## config.mk

```make
export PLATFORM = sky130hd
export DESIGN_NAME = mem_port_arbiter
export DESIGN_NICKNAME = d
export VERILOG_FILES = /design/src/rtl/mem_port_arbiter.sv
export SDC_FILE = /design/constraint.sdc
export NUM_CORES = 1
export LEC_CHECK = 0
export CAP_MARGIN = 25
export CORE_UTILIZATION = 37
export CTS_CLUSTER_SIZE = 20
export DETAILED_ROUTE_END_ITERATION = 8
export GPL_TIMING_DRIVEN = 0
export PLACE_DENSITY = 0.8
export SETUP_SLACK_MARGIN = 0.2
export SYNTH_ARGS = -nofsm -noshare
export SYNTH_HDL_FRONTEND = slang
export SYNTH_SLANG_ARGS = --single-unit
export TNS_END_PERCENT = 50
```

## constraint.sdc

```tcl
create_clock -name clk -period 1.7 [get_ports clk]
set_input_delay 0.425 -clock clk [delete_from_list [all_inputs] [get_ports clk]]
set_output_delay 0.425 -clock clk [all_outputs]
set_load 0.02 [all_outputs]
```

## src/rtl/mem_port_arbiter.sv

```systemverilog
// Shares one single-port memory between instruction fetch and load/store ports.
// Data accesses win ties, bounded by MAX_DM_RUN consecutive grants while fetch waits.
module mem_port_arbiter #(
  parameter int unsigned ADDR_W     = 32,
  parameter int unsigned DATA_W     = 32,
  parameter int unsigned MAX_DM_RUN = 4
) (
  input  logic                clk,
  input  logic                rst,
  input  logic                if_req,
  input  logic [ADDR_W-1:0]   if_addr,
  output logic                if_ack,
  output logic [DATA_W-1:0]   if_rdata,
  input  logic                dm_req,
  input  logic                dm_we,
  input  logic [ADDR_W-1:0]   dm_addr,
  input  logic [DATA_W-1:0]   dm_wdata,
  input  logic [DATA_W/8-1:0] dm_be,
  output logic                dm_ack,
  output logic [DATA_W-1:0]   dm_rdata,
  output logic                mem_en,
  output logic                mem_we,
  output logic [ADDR_W-1:0]   mem_addr,
  output logic [DATA_W-1:0]   mem_wdata,
  output logic [DATA_W/8-1:0] mem_be,
  input  logic [DATA_W-1:0]   mem_rdata,
  output logic                busy
);

  localparam int unsigned BE_W  = DATA_W / 8;
  localparam int unsigned RUN_W = $clog2(MAX_DM_RUN + 1);
  localparam logic [RUN_W-1:0] RUN_MAX = RUN_W'(MAX_DM_RUN);

  typedef enum logic [1:0] {
    IDLE   = 2'd0,
    ACCESS = 2'd1,
    RESP   = 2'd2
  } state_e;

  state_e            state_q, state_d;
  logic              owner_dm_q, owner_dm_d;
  logic              wr_q, wr_d;
  logic [RUN_W-1:0]  dm_run_q, dm_run_d;
  logic              mem_en_q, mem_en_d;
  logic              mem_we_q, mem_we_d;
  logic [ADDR_W-1:0] mem_addr_q, mem_addr_d;
  logic [DATA_W-1:0] mem_wdata_q, mem_wdata_d;
  logic [BE_W-1:0]   mem_be_q, mem_be_d;
  logic              if_ack_q, if_ack_d;
  logic              dm_ack_q, dm_ack_d;
  logic              busy_q, busy_d;
  logic              grant_dm;

  // Fetch only wins a tie once data has had its full run.
  assign grant_dm = dm_req && !(if_req && (dm_run_q == RUN_MAX));

  always_comb begin
    state_d     = state_q;
    owner_dm_d  = owner_dm_q;
    wr_d        = wr_q;
    dm_run_d    = dm_run_q;
    mem_en_d    = 1'b0;
    mem_we_d    = 1'b0;
    mem_addr_d  = mem_addr_q;
    mem_wdata_d = mem_wdata_q;
    mem_be_d    = mem_be_q;
    if_ack_d    = 1'b0;
    dm_ack_d    = 1'b0;

    unique case (state_q)
      IDLE: begin
        if (if_req || dm_req) begin
          state_d  = ACCESS;
          mem_en_d = 1'b1;
          if (grant_dm) begin
            owner_dm_d  = 1'b1;
            wr_d        = dm_we;
            mem_we_d    = dm_we;
            mem_addr_d  = dm_addr;
            mem_wdata_d = dm_wdata;
            mem_be_d    = dm_be;
            if (!if_req)                  dm_run_d = '0;
            else if (dm_run_q != RUN_MAX) dm_run_d = dm_run_q + RUN_W'(1);
          end else begin
            owner_dm_d  = 1'b0;
            wr_d        = 1'b0;
            mem_addr_d  = if_addr;
            mem_wdata_d = '0;
            mem_be_d    = '1;
            dm_run_d    = '0;
          end
        end
      end
      ACCESS: begin
        state_d  = RESP;
        if_ack_d = !owner_dm_q;
        dm_ack_d = owner_dm_q;
      end
      RESP: begin
        state_d = IDLE;
      end
      default: begin
        state_d = IDLE;
      end
    endcase

    busy_d = (state_d != IDLE);
  end

  always_ff @(posedge clk) begin
    if (rst) begin
      state_q     <= IDLE;
      owner_dm_q  <= 1'b0;
      wr_q        <= 1'b0;
      dm_run_q    <= '0;
      mem_en_q    <= 1'b0;
      mem_we_q    <= 1'b0;
      mem_addr_q  <= '0;
      mem_wdata_q <= '0;
      mem_be_q    <= '0;
      if_ack_q    <= 1'b0;
      dm_ack_q    <= 1'b0;
      busy_q      <= 1'b0;
    end else begin
      state_q     <= state_d;
      owner_dm_q  <= owner_dm_d;
      wr_q        <= wr_d;
      dm_run_q    <= dm_run_d;
      mem_en_q    <= mem_en_d;
      mem_we_q    <= mem_we_d;
      mem_addr_q  <= mem_addr_d;
      mem_wdata_q <= mem_wdata_d;
      mem_be_q    <= mem_be_d;
      if_ack_q    <= if_ack_d;
      dm_ack_q    <= dm_ack_d;
      busy_q      <= busy_d;
    end
  end

  assign mem_en    = mem_en_q;
  assign mem_we    = mem_we_q;
  assign mem_addr  = mem_addr_q;
  assign mem_wdata = mem_wdata_q;
  assign mem_be    = mem_be_q;
  assign if_ack    = if_ack_q;
  assign dm_ack    = dm_ack_q;
  assign busy      = busy_q;

  // Memory read data lands in the response cycle, so it is steered straight to the owner.
  assign if_rdata = if_ack_q ? mem_rdata : '0;
  assign dm_rdata = (dm_ack_q && !wr_q) ? mem_rdata : '0;

endmodule

```

Yosys cells after proc, flatten, opt, wreduce, memory -nomap -nowiden
Index checks and enable logic that the tools add are counted.
{"block": "totals", "regBits": 80, "latchBits": 0, "ramBits": 0, "romBits": 0, "inputBits": 137, "output_inout_bits": 137, "word_cells": 47, "memories": 0}
{"block": "op_classes", "add_sub_neg": 1, "multipliers": 0, "div_mod_pow": 0, "magnitude_cmp": 0, "n_eq_ne": 4, "shifts": 0, "mux": 13, "n_bitwise": 3, "n_reduce_logical": 14}
{"op": "$mux 32", "count": 4}
{"op": "$mux 3", "count": 3}
{"op": "$mux 4", "count": 1}
{"op": "$pmux 2 s2", "count": 1}
{"op": "$reduce_or 2->1", "count": 2}
{"op": "$add 3x1->3 const B", "count": 1}
{"op": "$eq 3x3->1 const B", "count": 1}
{"op": "$logic_and 1x1->1", "count": 3}
{"op": "$logic_not 1->1", "count": 3}
{"op": "$mux 1", "count": 3}
{"op": "$ne 3x2->1 const B", "count": 1}
{"op": "$ne 3x3->1 const B", "count": 1}
{"op": "$not 1->1", "count": 3}
{"op": "$reduce_and 3->1", "count": 1}
{"op": "$reduce_or 3->1", "count": 1}
{"op": "$eq 2x1->1 const B", "count": 1}
{"op": "$logic_not 2->1", "count": 1}
{"op": "$mux 2", "count": 1}
{"op": "$reduce_and 2->1", "count": 1}
{"op": "$reduce_bool 2->1", "count": 1}
{"op": "$logic_or 1x1->1", "count": 1}

Longest topological paths before layout
Gate-level depths: netlist of the first run.
{"block": "logic_depth", "ltp_word": 6, "mapped_depth": 7, "ltp_nobuf": 5}

Worst setup path after synthesis of the first run
No wires, ideal clock.
{"block": "synth_path", "path_type": "reg2out", "start": "register dm_ack_q (netlist: dm_ack)", "end": "output dm_rdata[10]", "arrival_ps": 1136, "required_ps": 1275, "path_slack_ps": 139, "path_stages_with_launch": 4, "path_buffers": 1, "path_cell_list": "dfxtp_1 > nor2b_1 > clkbuf_1 > and2_1"}
{"block": "synth_between", "elab_chain_cells": 2}
{"item": "start: declaration", "line_no": "50", "text": "logic dm_ack_q, dm_ack_d;"}
{"item": "start signal: assignment", "line_no": "135", "text": "dm_ack_q <= dm_ack_d;"}
{"item": "$logic_and 1x1->1", "line_no": "151", "text": "assign dm_rdata = (dm_ack_q && !wr_q) ? mem_rdata : '0;"}
{"item": "$mux 32", "line_no": "151"}
{"item": "end: declaration", "line_no": "20", "text": "output logic [DATA_W-1:0] dm_rdata,"}
No other way between the ends.

Worst setup path after layout of the first run
{"block": "layout_path", "start": "register dm_run_q[0]", "end": "register dm_run_q[2]"}
{"block": "layout_between", "elab_chain_cells": 6, "elab_cells_between_ends": 11, "cone_classes": "add/sub (1); eq/ne (3); mux (3); reduce/logical (4)"}
{"item": "start: declaration", "line_no": "43", "text": "logic [RUN_W-1:0] dm_run_q, dm_run_d;"}
{"item": "start signal: assignment", "line_no": "128", "text": "dm_run_q <= dm_run_d;"}
{"item": "$eq 3x3->1", "line_no": "55", "text": "assign grant_dm = dm_req && !(if_req && (dm_run_q == RUN_MAX));"}
{"item": "$logic_and 1x1->1", "line_no": "55"}
{"item": "$logic_not 1->1", "line_no": "55"}
{"item": "$logic_and 1x1->1", "line_no": "55"}
{"item": "$ne 3x2->1 (no source line)"}
{"item": "$reduce_and 3->1 (no source line)"}
Parallel ways exist; a longest one is shown, timed or not. The select of a mux whose other input is x is not followed.
A chain may end at the register's enable or synchronous reset.

==> impl_metrics.py, run 1 <==
metrics = {
    "final_layout": {
        "nNetsFinal": 942,
        "final_common_cell": "clkdlybuf4s50_1",
        "final_cell_mix": "102 x clkdlybuf4s50_1, 97 x dlygate4sd2_1, 81 x buf_6",
        "areaGrowthSynthToFinish_pct": 127,
        "finish.utilization": 0.869,
        "drive_above_1_share": 0.437,
    },
    "critical_path": {
        "crit_chain": "buf_4 > ha_1 > nor4bb_2 > o31ai_4 > a21oi_2",
        "path_max_fanout": 2,
        "start_kind": "register",
        "reg2reg_from": "dm_run_q[0]$_SDFFE_PP0P_",
        "crit_required_ns": 1.97,
        "crit_slowest_cell": "nor4bb_2",
        "endpoint_kind": "register",
        "worstPathArrival_ns": 2.24,
        "reg2reg_depth": 5,
        "timing.reg2reg.setup_slack_ns": -0.28,
        "critPathMaxStageDelay_ns": 0.75,
        "path_class": "register to register",
        "worstReg2RegEnd": "dm_run_q[2]$_SDFFE_PP0P_",
    },
    "placed_design": {
        "io_buffers": 273,
        "hpwlAfterDp_um": 14000,
        "gp_congestion": 0.885,
    },
    "synth": {
        "synthDistinctLibCells": 30,
        "synth-seq-cells": 80,
        "seq_area_frac_synth": 0.382,
        "synth.top_cell.area_share": 0.382,
        "synth_cells": 486,
        "synth_largest_area_cell": "dfxtp_1",
        "yosys_warnings": 0,
        "avgSynthCellArea_um2": 8.63,
        "synthTopCellsByArea": "dfxtp_1 38%, and2_1 9.8%, a21oi_1 8.7%, nor4b_1 6.7%, nand4_1 5.2%",
        "synth.cell_area_um2": 4200,
        "synth_nets": 625,
    },
    "global_routing": {
        "grt_use_total": 0.340,
        "grt_first_pass_wirelength_um": 30500,
        "grt_pass1_vias": 5577,
        "antenna_found_initial": 8,
        "grt_max_degree": 14,
        "grt_overflow": 0,
    },
    "die": {
        "initial_core_util": 0.384,
        "core_um2": 10900,
        "io_pins": 274,
        "die_y_um": 108,
        "num_rows": 38,
        "die_x_um": 108,
        "dieArea_um2": 11800,
    },
    "job": {
        "cap_violations": 0,
    },
    "detailed_routing": {
        "vias": 6247,
        "dr.first_iter.drc_count": 538,
        "vias_per_cell": 6.53,
        "drtAntennaViolNets": 0,
        "drc": 2,
        "wirelength_um": 27700,
        "drt_pass1_iterations": 9,
        "wl_per_cell_um": 29.0,
    },
    "power": {
        "power.total_mw": 6.50,
        "ir_drop_mv": 0.622,
        "power.density_nw_per_um2": 684,
        "p_leak_nw": 3.82,
    },
    "run_status": {
        "outcome": "complete, but fails checks",
        "violations": "design-rule violations, negative setup slack",
    },
    "cts": {
        "cts_tree": "done",
        "cts.sinks": 80,
        "cts_inserted_buffers": 9,
        "clock_path_buffers": 2,
        "root_buffer": "clkbuf_16",
        "clk_pin_slew_ns": 0.07,
        "clock_latency_ns": 0.35,
        "cts_hold_buf": 0,
        "h-tree-depth": 3,
    },
    "timing": {
        "tightest_slew_ns": 0.836,
        "setup-violations-final": 41,
        "maxSlewHeadroom": 0.435,
        "post-route-period-util": 1.16,
        "rsz0062_at_grt": "true",
        "max_freq_ghz": 0.506,
        "hold_viol": 0,
        "tns_ns": -3.96,
        "min_period_ns": 1.98,
        "finalWorstSetupSlack_ns": -0.275,
        "skew_ns": 0.0177,
        "finalMaxSlewViolations": 0,
    },
    "hold_path": {
        "hold_path_class": "register to register",
        "min_to": "mem_wdata[25]$_SDFFE_PP0P_",
        "hold_start": "mem_wdata[25]$_SDFFE_PP0P_",
        "min_path_cells": 2,
    },
}
[cells by family (layout without fill, tap and decap cells)]
logic type	count (synthesis)	after routing	share of synthesized area
AOI/OAI and AO/OA	146	146	0.230
buffers and inverters	70	392	0.0859
and+or+nand+nor	188	188	0.297
adders and majority gates	2	2	0.00596
DFF	80	80	0.382
other	0	8	0
[cell type report]
| type | count | area (um^2) |
|---|---|---|
| multi-input cells | 336 | 3580 |
| repair buffers | 306 | 3110 |
| flip-flops and latches | 80 | 1610 |
| fillers | 472 | 1430 |
| plain buffers | 67 | 704 |
| clock buffers | 11 | 233 |
| well taps | 140 | 175 |
| clock inverters | 5 | 57.6 |
| diodes | 8 | 20.0 |
| inverters | 3 | 11.3 |
[where the power goes]
| part | internal, mW | switching [mW] | total, mW |
|---|---|---|---|
| Combinational | 1.06 | 1.26 | 2.32 |
| Clock | 1.14 | 0.882 | 2.02 |
| Sequential | 2.03 | 0.121 | 2.16 |
| Total | 4.24 | 2.26 | 6.50 |
[cells in the mapped netlist]
cell	n
a2111oi_1	20
a2111oi_2	12
a211oi_1	4
a21oi_1	73
and2_1	66
and3_1	3
buf_2	12
buf_4	6
buf_6	8
clkbuf_1	41
dfxtp_1	80
ha_1	2
inv_1	3
nand2_1	2
nand2b_1	1
nand3_1	2
nand4_1	35
nand4b_1	1
nor2_1	3
nor2_2	1
nor2b_1	1
nor3_1	5
nor3_2	1
nor4_1	32
nor4b_1	32
nor4bb_1	1
o21ai_0	36
o31ai_1	1
or2_1	1
or2_2	1
[repair_timing]
item	4_1_cts	5_1_grt
hold endpoints to repair	0	0
resized for setup	723	179
buffers inserted	14	5
gates cloned	7	7
pin swaps	59	94
endpoints found under the setup margin	212	138
[through the flow]
stage | instance area (um^2) | hold slack (ns) | instances | setup slack [ns]
after floorplan | 4240 | 0.400 | 486 | 0.182
after global placement | 7140 | 0.422 | 899 | -0.490
after detailed placement | 7140 | 0.435 | 899 | -0.531
after CTS | 8370 | 0.435 | 936 | -0.0436
after global routing | 9500 | 0.483 | 954 | -0.290
final | 9510 | 0.472 | 956 | -0.275
[worst max path at each step]
stage                                        start                   endpoint  slack (ns)  cells after the start
final                     dm_run_q[0]$_SDFFE_PP0P_   dm_run_q[2]$_SDFFE_PP0P_       -0.28                      5
after global routing      dm_run_q[0]$_SDFFE_PP0P_   dm_run_q[2]$_SDFFE_PP0P_       -0.29                      6
after CTS                        dm_ack$_SDFF_PP0_               dm_rdata[20]       -0.04                      5
after detailed placement                    if_req  mem_wdata[1]$_SDFFE_PP0P_       -0.53                      6
after global placement           dm_ack$_SDFF_PP0_               dm_rdata[20]       -0.49                      4
after floorplan           dm_run_q[0]$_SDFFE_PP0P_  mem_addr[23]$_SDFFE_PP0P_        0.18                      7
[metal layers]
| metal | global-route usage | part of all wire |
|---|---|---|
| met2 | 0.598 | 0.49 |
| met4 | 0.241 | 0.094 |
| met1 | 0.361 | 0.32 |
| met5 | 0 | 0.0014 |
| met3 | 0.0681 | 0.097 |
[flip-flops by register name (all words and copies together) (netlist names), 2 cells and up]
signal     flops
state_q        2
mem_be         4
mem_wdata     32
mem_addr      32
dm_run_q       3
[critical path: cells and delay by family (launching register included)]
kind,cells,cell delay (ns)
adders and majority gates,1,0.25
DFF,1,0.33
AOI/OAI and AO/OA,2,0.41
buffers and inverters,1,0.14
and+or+nand+nor,1,0.75
Note: power is estimated with default switching activity, not from simulation.
==> inputs of run 2 (changes only) <==
Settings changed: CTS_CLUSTER_SIZE 20 to 28.
==> results of run 2 <==
The final DEF is identical to that of run 1; final timing and power are the same.
